--- config.mk ---
export PLATFORM = sky130hd
export DESIGN_NAME = iir_biquad_cascade
export DESIGN_NICKNAME = d
export VERILOG_FILES = /design/src/rtl/iir_biquad_cascade.sv
export SDC_FILE = /design/constraint.sdc
export NUM_CORES = 1
export LEC_CHECK = 0
export CORE_MARGIN = 2
export CORE_UTILIZATION = 64
export DETAILED_ROUTE_END_ITERATION = 7
export PLACE_DENSITY_LB_ADDON = 0.12
export REMOVE_ABC_BUFFERS = 1
export SETUP_SLACK_MARGIN = 0.3
export SLEW_MARGIN = 20
export SYNTH_ARGS = -nofsm -noshare
export SYNTH_HDL_FRONTEND = slang
export SYNTH_SLANG_ARGS = --single-unit
--- constraint.sdc ---
create_clock -name clk -period 21.9 [get_ports clk]
set_input_delay 4.38 -clock clk [delete_from_list [all_inputs] [get_ports clk]]
set_output_delay 4.38 -clock clk [all_outputs]
set_load 0.01 [all_outputs]
--- src/rtl/iir_biquad_cascade.sv ---
// Cascade of direct-form-I biquads sharing one multiplier-accumulator.
// Runtime coefficients, valid/ready input, saturating output, bypass, clear.
module iir_biquad_cascade #(
    parameter int SECTIONS    = 2,
    parameter int X_WIDTH     = 12,
    parameter int Y_WIDTH     = 12,
    parameter int COEFF_WIDTH = 16,
    parameter int Q           = 14,
    parameter int PRECISION   = 32
) (
    input  logic                          clk,
    input  logic                          rst,
    input  logic                          s_valid,
    output logic                          s_ready,
    input  logic signed [X_WIDTH-1:0]     x,
    input  logic                          bypass,
    input  logic                          clear_state,
    input  logic                          coeff_we,
    input  logic [$clog2(5*SECTIONS)-1:0] coeff_addr,
    input  logic signed [COEFF_WIDTH-1:0] coeff_data,
    output logic                          m_valid,
    output logic signed [Y_WIDTH-1:0]     y,
    output logic                          sat
);

    localparam int NC = 5 * SECTIONS;
    localparam int AW = $clog2(NC);
    localparam int KW = (SECTIONS > 1) ? $clog2(SECTIONS) : 1;

    localparam logic signed [PRECISION-1:0] YMAX =
        PRECISION'(2 ** (Y_WIDTH - 1) - 1);
    localparam logic signed [PRECISION-1:0] YMIN = ~YMAX;
    localparam logic signed [COEFF_WIDTH-1:0] B0_ONE = COEFF_WIDTH'(2 ** Q);

    typedef enum logic [1:0] {IDLE, MAC, WB, OUT} state_t;

    state_t                         state;
    logic [KW-1:0]                  k;
    logic [2:0]                     i;
    logic                           pend;
    logic                           sat_run;
    logic signed [Y_WIDTH-1:0]      cur;
    logic signed [PRECISION-1:0]    acc;
    logic signed [COEFF_WIDTH-1:0]  coef [NC];
    logic signed [Y_WIDTH-1:0]      u1 [SECTIONS];
    logic signed [Y_WIDTH-1:0]      u2 [SECTIONS];
    logic signed [Y_WIDTH-1:0]      v1 [SECTIONS];
    logic signed [Y_WIDTH-1:0]      v2 [SECTIONS];

    logic [AW-1:0]                  caddr;
    logic signed [COEFF_WIDTH-1:0]  c_sel;
    logic signed [Y_WIDTH-1:0]      op;
    logic signed [PRECISION-1:0]    prod;
    logic signed [PRECISION-1:0]    base;
    logic signed [PRECISION-1:0]    shr;
    logic signed [PRECISION-1:0]    xp;
    logic signed [Y_WIDTH-1:0]      v_new;
    logic                           v_ovf;

    function automatic logic signed [Y_WIDTH-1:0] clip(
        input logic signed [PRECISION-1:0] a
    );
        if (a > YMAX)      clip = YMAX[Y_WIDTH-1:0];
        else if (a < YMIN) clip = YMIN[Y_WIDTH-1:0];
        else               clip = a[Y_WIDTH-1:0];
    endfunction

    function automatic logic ovr(input logic signed [PRECISION-1:0] a);
        ovr = (a > YMAX) || (a < YMIN);
    endfunction

    assign s_ready = (state == IDLE) && !clear_state;

    // Operand select, product and the shift/clamp of the finished sum
    always_comb begin
        caddr = AW'(int'(k) * 5 + int'(i));
        c_sel = coef[caddr];
        op    = cur;
        unique case (i)
            3'd0:    op = cur;
            3'd1:    op = u1[k];
            3'd2:    op = u2[k];
            3'd3:    op = v1[k];
            default: op = v2[k];
        endcase
        prod  = PRECISION'(c_sel) * PRECISION'(op);
        base  = (i == 3'd0) ? '0 : acc;
        shr   = acc >>> Q;
        v_new = clip(shr);
        v_ovf = ovr(shr);
        xp    = PRECISION'(x);
    end

    // Sequencer: one MAC per cycle, writeback per section, one-cycle strobe
    always_ff @(posedge clk or posedge rst) begin
        if (rst) begin
            state   <= IDLE;
            k       <= '0;
            i       <= '0;
            pend    <= 1'b0;
            sat_run <= 1'b0;
            cur     <= '0;
            acc     <= '0;
            m_valid <= 1'b0;
            y       <= '0;
            sat     <= 1'b0;
            for (int n = 0; n < NC; n++)
                coef[n] <= (n % 5 == 0) ? B0_ONE : '0;
            for (int s = 0; s < SECTIONS; s++) begin
                u1[s] <= '0;
                u2[s] <= '0;
                v1[s] <= '0;
                v2[s] <= '0;
            end
        end else begin
            m_valid <= 1'b0;
            unique case (state)
                IDLE: begin
                    if (coeff_we && int'(coeff_addr) < NC)
                        coef[coeff_addr] <= coeff_data;
                    if (clear_state) begin
                        for (int s = 0; s < SECTIONS; s++) begin
                            u1[s] <= '0;
                            u2[s] <= '0;
                            v1[s] <= '0;
                            v2[s] <= '0;
                        end
                    end else if (s_valid) begin
                        cur     <= clip(xp);
                        sat_run <= ovr(xp);
                        k       <= '0;
                        i       <= '0;
                        if (bypass) begin
                            pend  <= 1'b1;
                            state <= OUT;
                        end else begin
                            state <= MAC;
                        end
                    end
                end
                MAC: begin
                    if (i >= 3'd3) acc <= base - prod;
                    else           acc <= base + prod;
                    if (i == 3'd4) state <= WB;
                    else           i <= i + 3'd1;
                end
                WB: begin
                    u2[k]   <= u1[k];
                    u1[k]   <= cur;
                    v2[k]   <= v1[k];
                    v1[k]   <= v_new;
                    cur     <= v_new;
                    i       <= '0;
                    sat_run <= sat_run | v_ovf;
                    if (int'(k) == SECTIONS - 1) begin
                        m_valid <= 1'b1;
                        y       <= v_new;
                        sat     <= sat_run | v_ovf;
                        pend    <= 1'b0;
                        state   <= OUT;
                    end else begin
                        k     <= k + 1'b1;
                        state <= MAC;
                    end
                end
                OUT: begin
                    if (pend) begin
                        m_valid <= 1'b1;
                        y       <= cur;
                        sat     <= sat_run;
                        pend    <= 1'b0;
                    end else begin
                        state <= IDLE;
                    end
                end
                default: state <= IDLE;
            endcase
        end
    end

endmodule
==> results of run 1 <==
==> state kept, by name (all words and copies together), names as in the netlist, 2 cells and up <==
name and flops:
coef 160, acc 32, u1 24, u2 24
v1 24, v2 24, cur 12, y 12
i 3, state 2
==> metal layers <==
layer | part of all wire, % | track usage, % | up-vias | routed length, um
met3 | 5.1 | 5.43 | 133 | 2960
met4 | 3.7 | 12.4 | 2 | 2190
li1 | - | - | 7861 | -
met2 | 49 | 52.3 | 474 | 28600
met5 | 0.024 | 0 | - | 14
met1 | 42 | 41.9 | 8722 | 24700
==> path summary, 6_finish.rpt <==
check / startpoint / end / slack [ns]
max: i[2] / acc[31] / 10.83
min: acc[1] / acc[1] / 0.47
max reg2reg: i[2] / acc[31] / 10.83
min reg2reg: acc[1] / acc[1] / 0.47
max in group asynchronous: rst / acc[19] / 15.97
min in group asynchronous: rst / coef[58] / 4.44
==> stage by stage <==
stage	setup WS, ns	instances	instance area, um2
finish	10.83	2815	26100
global route	10.02	2814	26100
detailed placement	10.99	2754	24900
floorplan	8.61	2204	23500
global placement	11.33	2754	24900
CTS	10.95	2813	26100
==> Yosys cell counts (all sizes together), types with 4 or more instances <==
cell,instances
a2111oi,4
a211oi,9
a21o,25
a21oi,98
a22o,75
a22oi,25
a311oi,4
a31o,4
a31oi,9
and2,54
and3,15
buf,37
clkbuf,96
dfrtp,320
fa,180
ha,98
inv,262
mux2,198
mux2i,46
mux4,31
nand2,249
nand2b,23
nand3,13
nand4,6
nor2,89
nor2b,45
nor3,17
nor4,5
o211ai,7
o21a,6
o21ai,128
o21bai,7
o22ai,15
o31ai,6
or2,6
or3,8
xnor2,44
xor2,36
==> worst max-delay path, delay by kind of cell (launching register included) <==
family                   cells  cell delay [ns]
flip-flops                   1             0.86
XOR/XNOR                     2             0.41
AO/OA/AOI/OAI               13             3.92
buffers and inverters        4             0.38
multiplexers                 1             0.14
AND/OR/NAND/NOR              8             1.51
adder cells (fa/ha/maj)      8             3.70
==> kinds of logic after synthesis <==
group / after synthesis / share of synthesized area (%)
compound gates: 446 / 12.3
flops: 322 / 33.6
buf+inv: 396 / 6.26
simple gates: 540 / 10.6
mux: 275 / 14.2
fa+ha+maj: 278 / 20.1
xor+xnor: 80 / 2.95
==> layout make-up <==
cell class	instances	area, um2
multi-input combinational	1619	14500
clock inverter	9	131
sequential	322	8060
antenna	1	2.50
inverter	263	995
fill	2702	10700
tap	468	586
timing repair buffer	83	773
clock buffer	50	1050
==> impl_metrics.ini, run 1 <==
[hold_path]
hold_path_class = flop to flop
worstHoldPathCells = 2

[synthesis]
yosysWarnings = 0
avg_inst_size_synth_um2 = 10.3
edff_count_synth = 0
synth_ff_type = sky130_fd_sc_hd__dfrtp_1
netlist_area_mm2 = 0.0240
synthArstFlopShare_pct = 100
synthDistinctLibCells = 79
syn_inst = 2337
netlist_top_cells_area = sky130_fd_sc_hd__dfrtp_1 33%, sky130_fd_sc_hd__fa_1 15%, sky130_fd_sc_hd__mux2_2 9.2%, sky130_fd_sc_hd__ha_1 5.1%, sky130_fd_sc_hd__inv_1 4.1%
ys_ff_latch = 322
synthDominantCellAreaShare_pct = 33.4
synth-seq-area-share_pct = 33.6
netlist.top_cell.by_area = sky130_fd_sc_hd__dfrtp_1

[die]
die_height_um = 198
placeableCoreArea_mm2 = 0.0368
initial_core_utilization_pct = 65.2
fp.dieArea_mm2 = 0.0391
boundary_pins = 53
die_x_um = 198
core.rowCount = 70

[timing]
maximum_achievable_frequency_mhz = 90.3
fin_setup_tns_ns = 0
clock_skew_ns = 0.0177
rel_slew_slack_pct = 21.6
rsz0062_at_grt = false
layout_min_cycle_time_ns = 11.07
timing.final.crit_share_pct = 50.6
finalMaxSlewViolations = 0
finalHoldViolations = 0
setup_viol_count_final = 0
fin_hold_ws_ns = 0.469
timing_worst_slew_pin_value_ns = 1.18

[place]
dpl.hpwl_um = 42300
gpl.final_weighted_congestion = 0.921
portBuffers = 52

[job]
drv_cap = 0

[clock_tree]
clock_latency_of_the_later_clocked_register_in_the_worst_skew_pair_ns = 0.55
clock_pin_slew_on_the_worst_setup_and_hold_paths_ns = 0.06
hold_buffers = 0
postCtsResizedCells = 0
cts_max_path_buffers = 3
clock_sinks = 322
root_buffer = sky130_fd_sc_hd__clkbuf_16
cts_made_buffers = 36
htreeDepth = 2
cts_tree = yes
cts_setup_buffers = 0

[layout]
design.final.nets = 2641
areaGrowthSynthToFinish_pct = 8.79
mostFrequentLayoutCells = 319 x sky130_fd_sc_hd__dfrtp_1, 260 x sky130_fd_sc_hd__inv_1, 248 x sky130_fd_sc_hd__nand2_1, 197 x sky130_fd_sc_hd__mux2_2, 180 x sky130_fd_sc_hd__fa_1
final_common_cell = sky130_fd_sc_hd__dfrtp_1
drive_above_1_share_pct = 15.0
fin_util_pct = 71.0

[grt]
grt_ovf = 0
initial_antenna_violation_count = 3
grt_use_total_pct = 31.6
grt_max_degree = 124
grt_first_pass_wirelength_um = 96600
grt_pass1_vias = 18300

[detailed_routing]
detail_route.iter0.violations = 1007
vias_per_cell = 6.11
num_vias = 17200
detail_route.drc_violations = 0
final_antenna_net_count = 0
routed_length_per_instance_um = 20.8
wirelength_um = 58500
drt_pass1_iterations = 5

[setup_path]
timing.critical_path.from_type = flop
cp.arrival_ns = 11.49
path_type_of_the_worst_setup_path = flop to flop
cp_common_cell = sky130_fd_sc_hd__fa_1
ff2ff_path_depth = 36
cpPeakStageDelay_ns = 0.92
slowest_stage = sky130_fd_sc_hd__o22ai_1
cp-end-kind = flop
timing.critical_path.required_ns = 22.32
crit_path_max_fanout = 21

[run_status]
run_status = complete, no violations
Power of run 1 is not shown: default switching activity piles up to over one toggle a cycle in this logic, so the estimate is an artifact.
==> run 2: changes to the inputs <==
- CORE_UTILIZATION: 64 -> 58
- clock period: 21.9 -> 9.8 ns (I/O delays scaled with it)
==> impl_metrics.ini, run 2 (synthesis results as in run 1) <==
[run_status]
run_status = complete, no violations

[layout]
mostFrequentLayoutCells = 318 x sky130_fd_sc_hd__dfrtp_1, 259 x sky130_fd_sc_hd__inv_1, 247 x sky130_fd_sc_hd__nand2_1, 197 x sky130_fd_sc_hd__mux2_2, 176 x sky130_fd_sc_hd__fa_1
reg.largest.list = coef: 160 flops, acc: 32 flops
final_common_cell = sky130_fd_sc_hd__dfrtp_1
drive_above_1_share_pct = 20.2
largest_register = coef
multi_input_area_mm2 = 0.0148
areaGrowthSynthToFinish_pct = 13.9
n_fill_cell = 3129
register_area_mm2 = 0.00806
largest_reg_flops = 160
design.final.nets = 2726
antenna_cells_inserted = 0

[setup_path]
cpPeakStageDelay_ns = 0.54
cp_common_cell = sky130_fd_sc_hd__fa_1
path_type_of_the_worst_setup_path = flop to flop
cp-end-kind = flop
ff2ff_path_depth = 39
worst_setup_path_startpoint = k
timing.reg2reg.setup_slack_ns = 0.65
crit_path_max_fanout = 12
timing.critical_path.required_ns = 10.22
timing.rr.start = k
timing.critical_path.from_type = flop
endpoint_of_the_most_critical_register_to_register_path = acc[31]
cp.arrival_ns = 9.57
worstSetupEndpoint = acc[31]
slowest_stage = sky130_fd_sc_hd__fa_1

[hold_path]
hold_path_class = flop to flop
worstHoldPathCells = 2

[die]
die_height_um = 207
initial_core_utilization_pct = 58.8
core.rowCount = 74
placeableCoreArea_mm2 = 0.0408
boundary_pins = 53
fp.dieArea_mm2 = 0.0430
die_x_um = 207

[grt]
grt_ovf = 0
grt_pass1_vias = 18400
initial_antenna_violation_count = 0
grt_use_total_pct = 28.3
grt_first_pass_wirelength_um = 98000
grt_max_degree = 108

[detailed_routing]
final_antenna_net_count = 0
wirelength_um = 59900
detail_route.drc_violations = 0
vias_per_cell = 5.88
num_vias = 17400
detail_route.iter0.violations = 1034
drt_pass1_iterations = 5
routed_length_per_instance_um = 20.2

[timing]
maximum_achievable_frequency_mhz = 109
setup_viol_count_final = 0
postLayoutSetupSlackWorst_ns = 0.652
timing.final.crit_share_pct = 93.3
finalHoldViolations = 0
rsz0062_at_grt = false
rel_slew_slack_pct = 20.8
finalMaxSlewViolations = 0
timing_worst_slew_pin_value_ns = 1.18
layout_min_cycle_time_ns = 9.15
clock_skew_ns = 0.0276

[place]
dpl.hpwl_um = 42600
place_ws_ns = -0.0127
portBuffers = 52
gpl.final_weighted_congestion = 0.923

[clock_tree]
root_buffer = sky130_fd_sc_hd__clkbuf_16
cts_made_buffers = 36
cts_max_path_buffers = 3
clock_pin_slew_on_the_worst_setup_and_hold_paths_ns = 0.06
htreeDepth = 2
clock_sinks = 322
cts_tree = yes
clock_latency_of_the_later_clocked_register_in_the_worst_skew_pair_ns = 0.55

[job]
drv_cap = 0
## run 2: how the worst min path moves through the flow
stage | endpoint | from
6_report | acc[1] | acc[1]
5_1_grt | acc[1] | acc[1]
4_1_cts | acc[3] | acc[3]
3_5_place_dp | acc[3] | acc[3]
3_3_place_gp | acc[3] | acc[3]
2_1_floorplan | acc[1] | acc[1]
## run 2: worst max-delay path, delay by kind of cell (launching register included)
kind	cells	cell delay (ns)
mux	3	0.83
buf+inv	6	0.66
flops	1	0.45
fa+ha+maj	8	3.32
simple gates	8	0.92
compound gates	13	2.52
xor+xnor	1	0.32
## run 2: stage by stage
| step | cells | TNS, ns | util (%) | area [um2] | hold WS [ns] |
|---|---|---|---|---|---|
| 2_1_floorplan | 2204 | -364.50 | - | 23500 | 0.437 |
| 3_3_place_gp | 2876 | 0 | 62.5 | 25500 | 0.458 |
| 3_5_place_dp | 2877 | -0.0127 | 62.5 | 25500 | 0.465 |
| 4_1_cts | 2943 | 0 | 65.6 | 26800 | 0.477 |
| 5_1_grt | 2967 | 0 | 67.0 | 27300 | 0.510 |
| 6_report | 2967 | 0 | 67.0 | 27300 | 0.473 |
## run 2: what timing repair did
action | in CTS | in global routing
setup buffers | 3 | 23
hold buffers | 0 | 0
pin swaps | 4 | 26
gates cloned | 0 | 1
resized for setup | 16 | 74
setup endpoints to repair | 6 | 8
## run 2: layer usage
layer / wire length [um] / vias to the layer above / global-route usage (%)
met5: 0 / - / 0
met4: 1610 / 0 / 8.69
met3: 2980 / 106 / 4.51
met2: 29300 / 438 / 47.4
met1: 26000 / 8852 / 38.1
li1: - / 8038 / -
## run 2: cell type report
type | count | share of cell area, %
repair buffers | 168 | 5.96
flip-flops and latches | 322 | 29.5
multi-input cells | 1619 | 54.2
clock inverters | 15 | 0.618
clock buffers | 48 | 3.64
well taps | 532 | 2.43
inverters | 263 | 3.64
Power of run 2 is left out for the same reason.
==> run 3: changes to the inputs <==
- CELL_PAD_IN_SITES_DETAIL_PLACEMENT: not set -> 0
- CELL_PAD_IN_SITES_GLOBAL_PLACEMENT: not set -> 1
- CORE_UTILIZATION: 58 -> 46
- SLEW_MARGIN: 20 -> not set
==> impl_metrics.ini, run 3 (synthesis results as in run 1) <==
[run_status]
run_status = complete, no violations

[place]
dpl.hpwl_um = 45300
gpl.final_weighted_congestion = 0.895
dp_cells = 3052
portBuffers = 52

[setup_path]
cp-end-kind = flop
timing.critical_path.required_ns = 10.20
timing.reg2reg.setup_slack_ns = 0.57
cpPeakStageDelay_ns = 0.56
cp.arrival_ns = 9.63
timing.critical_path.from_type = flop
cp_common_cell = sky130_fd_sc_hd__fa_1
path_type_of_the_worst_setup_path = flop to flop
slowest_stage = sky130_fd_sc_hd__fa_1
crit_path_max_fanout = 8

[grt]
initial_antenna_violation_count = 1
grt_pass1_vias = 18200
grt_use_total_pct = 23.6
grt_max_degree = 163
grt_ovf = 0
grt_first_pass_wirelength_um = 100000

[layout]
final_common_cell = sky130_fd_sc_hd__dfrtp_1
n_fill_cell = 4541
largest_reg_flops = 160
areaGrowthSynthToFinish_pct = 17.9
drive_above_1_share_pct = 22.7
reg.largest.list = coef: 160 flops, acc: 32 flops
mostFrequentLayoutCells = 318 x sky130_fd_sc_hd__dfrtp_1, 258 x sky130_fd_sc_hd__inv_1, 245 x sky130_fd_sc_hd__nand2_1, 197 x sky130_fd_sc_hd__mux2_2, 179 x sky130_fd_sc_hd__fa_1
design.final.nets = 2775
stdcell_count = 3170
largest_register = coef

[timing]
timing_worst_slew_pin_value_ns = 1.25
fin_hold_ws_ns = 0.474
timing.final.crit_share_pct = 94.2
rsz0062_at_grt = false
clock_skew_ns = 0.0249
finalMaxSlewViolations = 0
finalHoldViolations = 0
maximum_achievable_frequency_mhz = 108
rel_slew_slack_pct = 15.7
layout_min_cycle_time_ns = 9.23
setup_viol_count_final = 0

[detailed_routing]
detail_route.drc_violations = 0
drt_pass1_iterations = 5
detail_route.iter0.violations = 986
wirelength_um = 63300
vias_per_cell = 5.54
final_antenna_net_count = 0
routed_length_per_instance_um = 20.0
num_vias = 17600

[die]
boundary_pins = 53
fp.dieArea_mm2 = 0.0540
placeableCoreArea_mm2 = 0.0514
initial_core_utilization_pct = 46.7
die_height_um = 232
core.rowCount = 83
die_x_um = 232

[clock_tree]
clock_latency_of_the_later_clocked_register_in_the_worst_skew_pair_ns = 0.55
htreeDepth = 2
root_buffer = sky130_fd_sc_hd__clkbuf_16
clock_pin_slew_on_the_worst_setup_and_hold_paths_ns = 0.06
cts_tree = yes
cts_made_buffers = 38
cts_max_path_buffers = 3
clock_sinks = 322

[hold_path]
hold_path_class = flop to flop

[job]
drv_cap = 0
-- run 3: changes by cell type in the layout (fill, tap and decap cells not counted), sizes merged --
cell | previous run | this run
buf | 115 | 158
bufbuf | 0 | 1
bufinv | 3 | 2
clkbuf | 49 | 57
clkinv | 11 | 12
diode | 0 | 2
inv | 264 | 265
-- run 3: final timing paths --
path / startpoint / endpoint / cells after the start
worst min register to register: acc[5] / acc[5] / 2
worst max-delay path: k / acc[28] / 40
worst max register to register: k / acc[28] / 40
worst min-delay path: acc[5] / acc[5] / 2
min in group asynchronous: rst / coef[50] / 2
max in group asynchronous: rst / coef[125] / 3
-- run 3: critical path, delay by kind of cell, from the launching register on --
kind                     cells  cell delay (ns)
AO/OA/AOI/OAI               10             1.72
multiplexers                 2             0.75
AND/OR/NAND/NOR              9             1.10
adder cells (fa/ha/maj)      8             3.43
buffers and inverters        8             0.98
flip-flops                   1             0.45
XOR/XNOR                     3             0.62
-- run 3: metrics by stage --
stage | utilization, % | instance area, um2 | setup TNS, ns | worst slack [ns]
after floorplan | - | 23500 | -364.50 | -1.78
after global placement | 50.5 | 25900 | 0 | 0.258
after detailed placement | 50.5 | 25900 | 0 | 0.124
after CTS | 53.2 | 27300 | 0 | 0.332
after global routing | 55.0 | 28300 | 0 | 0.196
final | 55.0 | 28300 | 0 | 0.567
-- run 3: what timing repair did --
action / 4_1_cts / 5_1_grt
gates resized for setup: 11 / 116
pin swaps: 2 / 46
gates cloned: 1 / 6
setup endpoints to repair: 4 / 8
setup buffers: 5 / 35
hold buffers: 0 / 0
-- run 3: area by class of cell --
| type | count | area, um2 | share of cell area [%] |
|---|---|---|---|
| antenna | 2 | 5.00 | 0.0177 |
| clock buffer | 53 | 1100 | 3.88 |
| clock inverter | 16 | 163 | 0.575 |
| inverter | 263 | 995 | 3.52 |
| multi-input combinational | 1619 | 15000 | 53.1 |
| sequential | 322 | 8060 | 28.5 |
| tap | 680 | 851 | 3.01 |
| timing repair buffer | 215 | 2090 | 7.40 |
-- run 3: layer usage --
layer | vias to the layer above | part of all wire [%] | GRT usage [%] | wire length, um
met2 | 326 | 49 | 39.9 | 31200
met1 | 8991 | 44 | 31.4 | 27700
met4 | 0 | 3.0 | 7.21 | 1890
met3 | 95 | 4.0 | 3.57 | 2510
met5 | - | 0 | 0 | 0
li1 | 8152 | - | - | -
Power of run 3 is left out for the same reason.
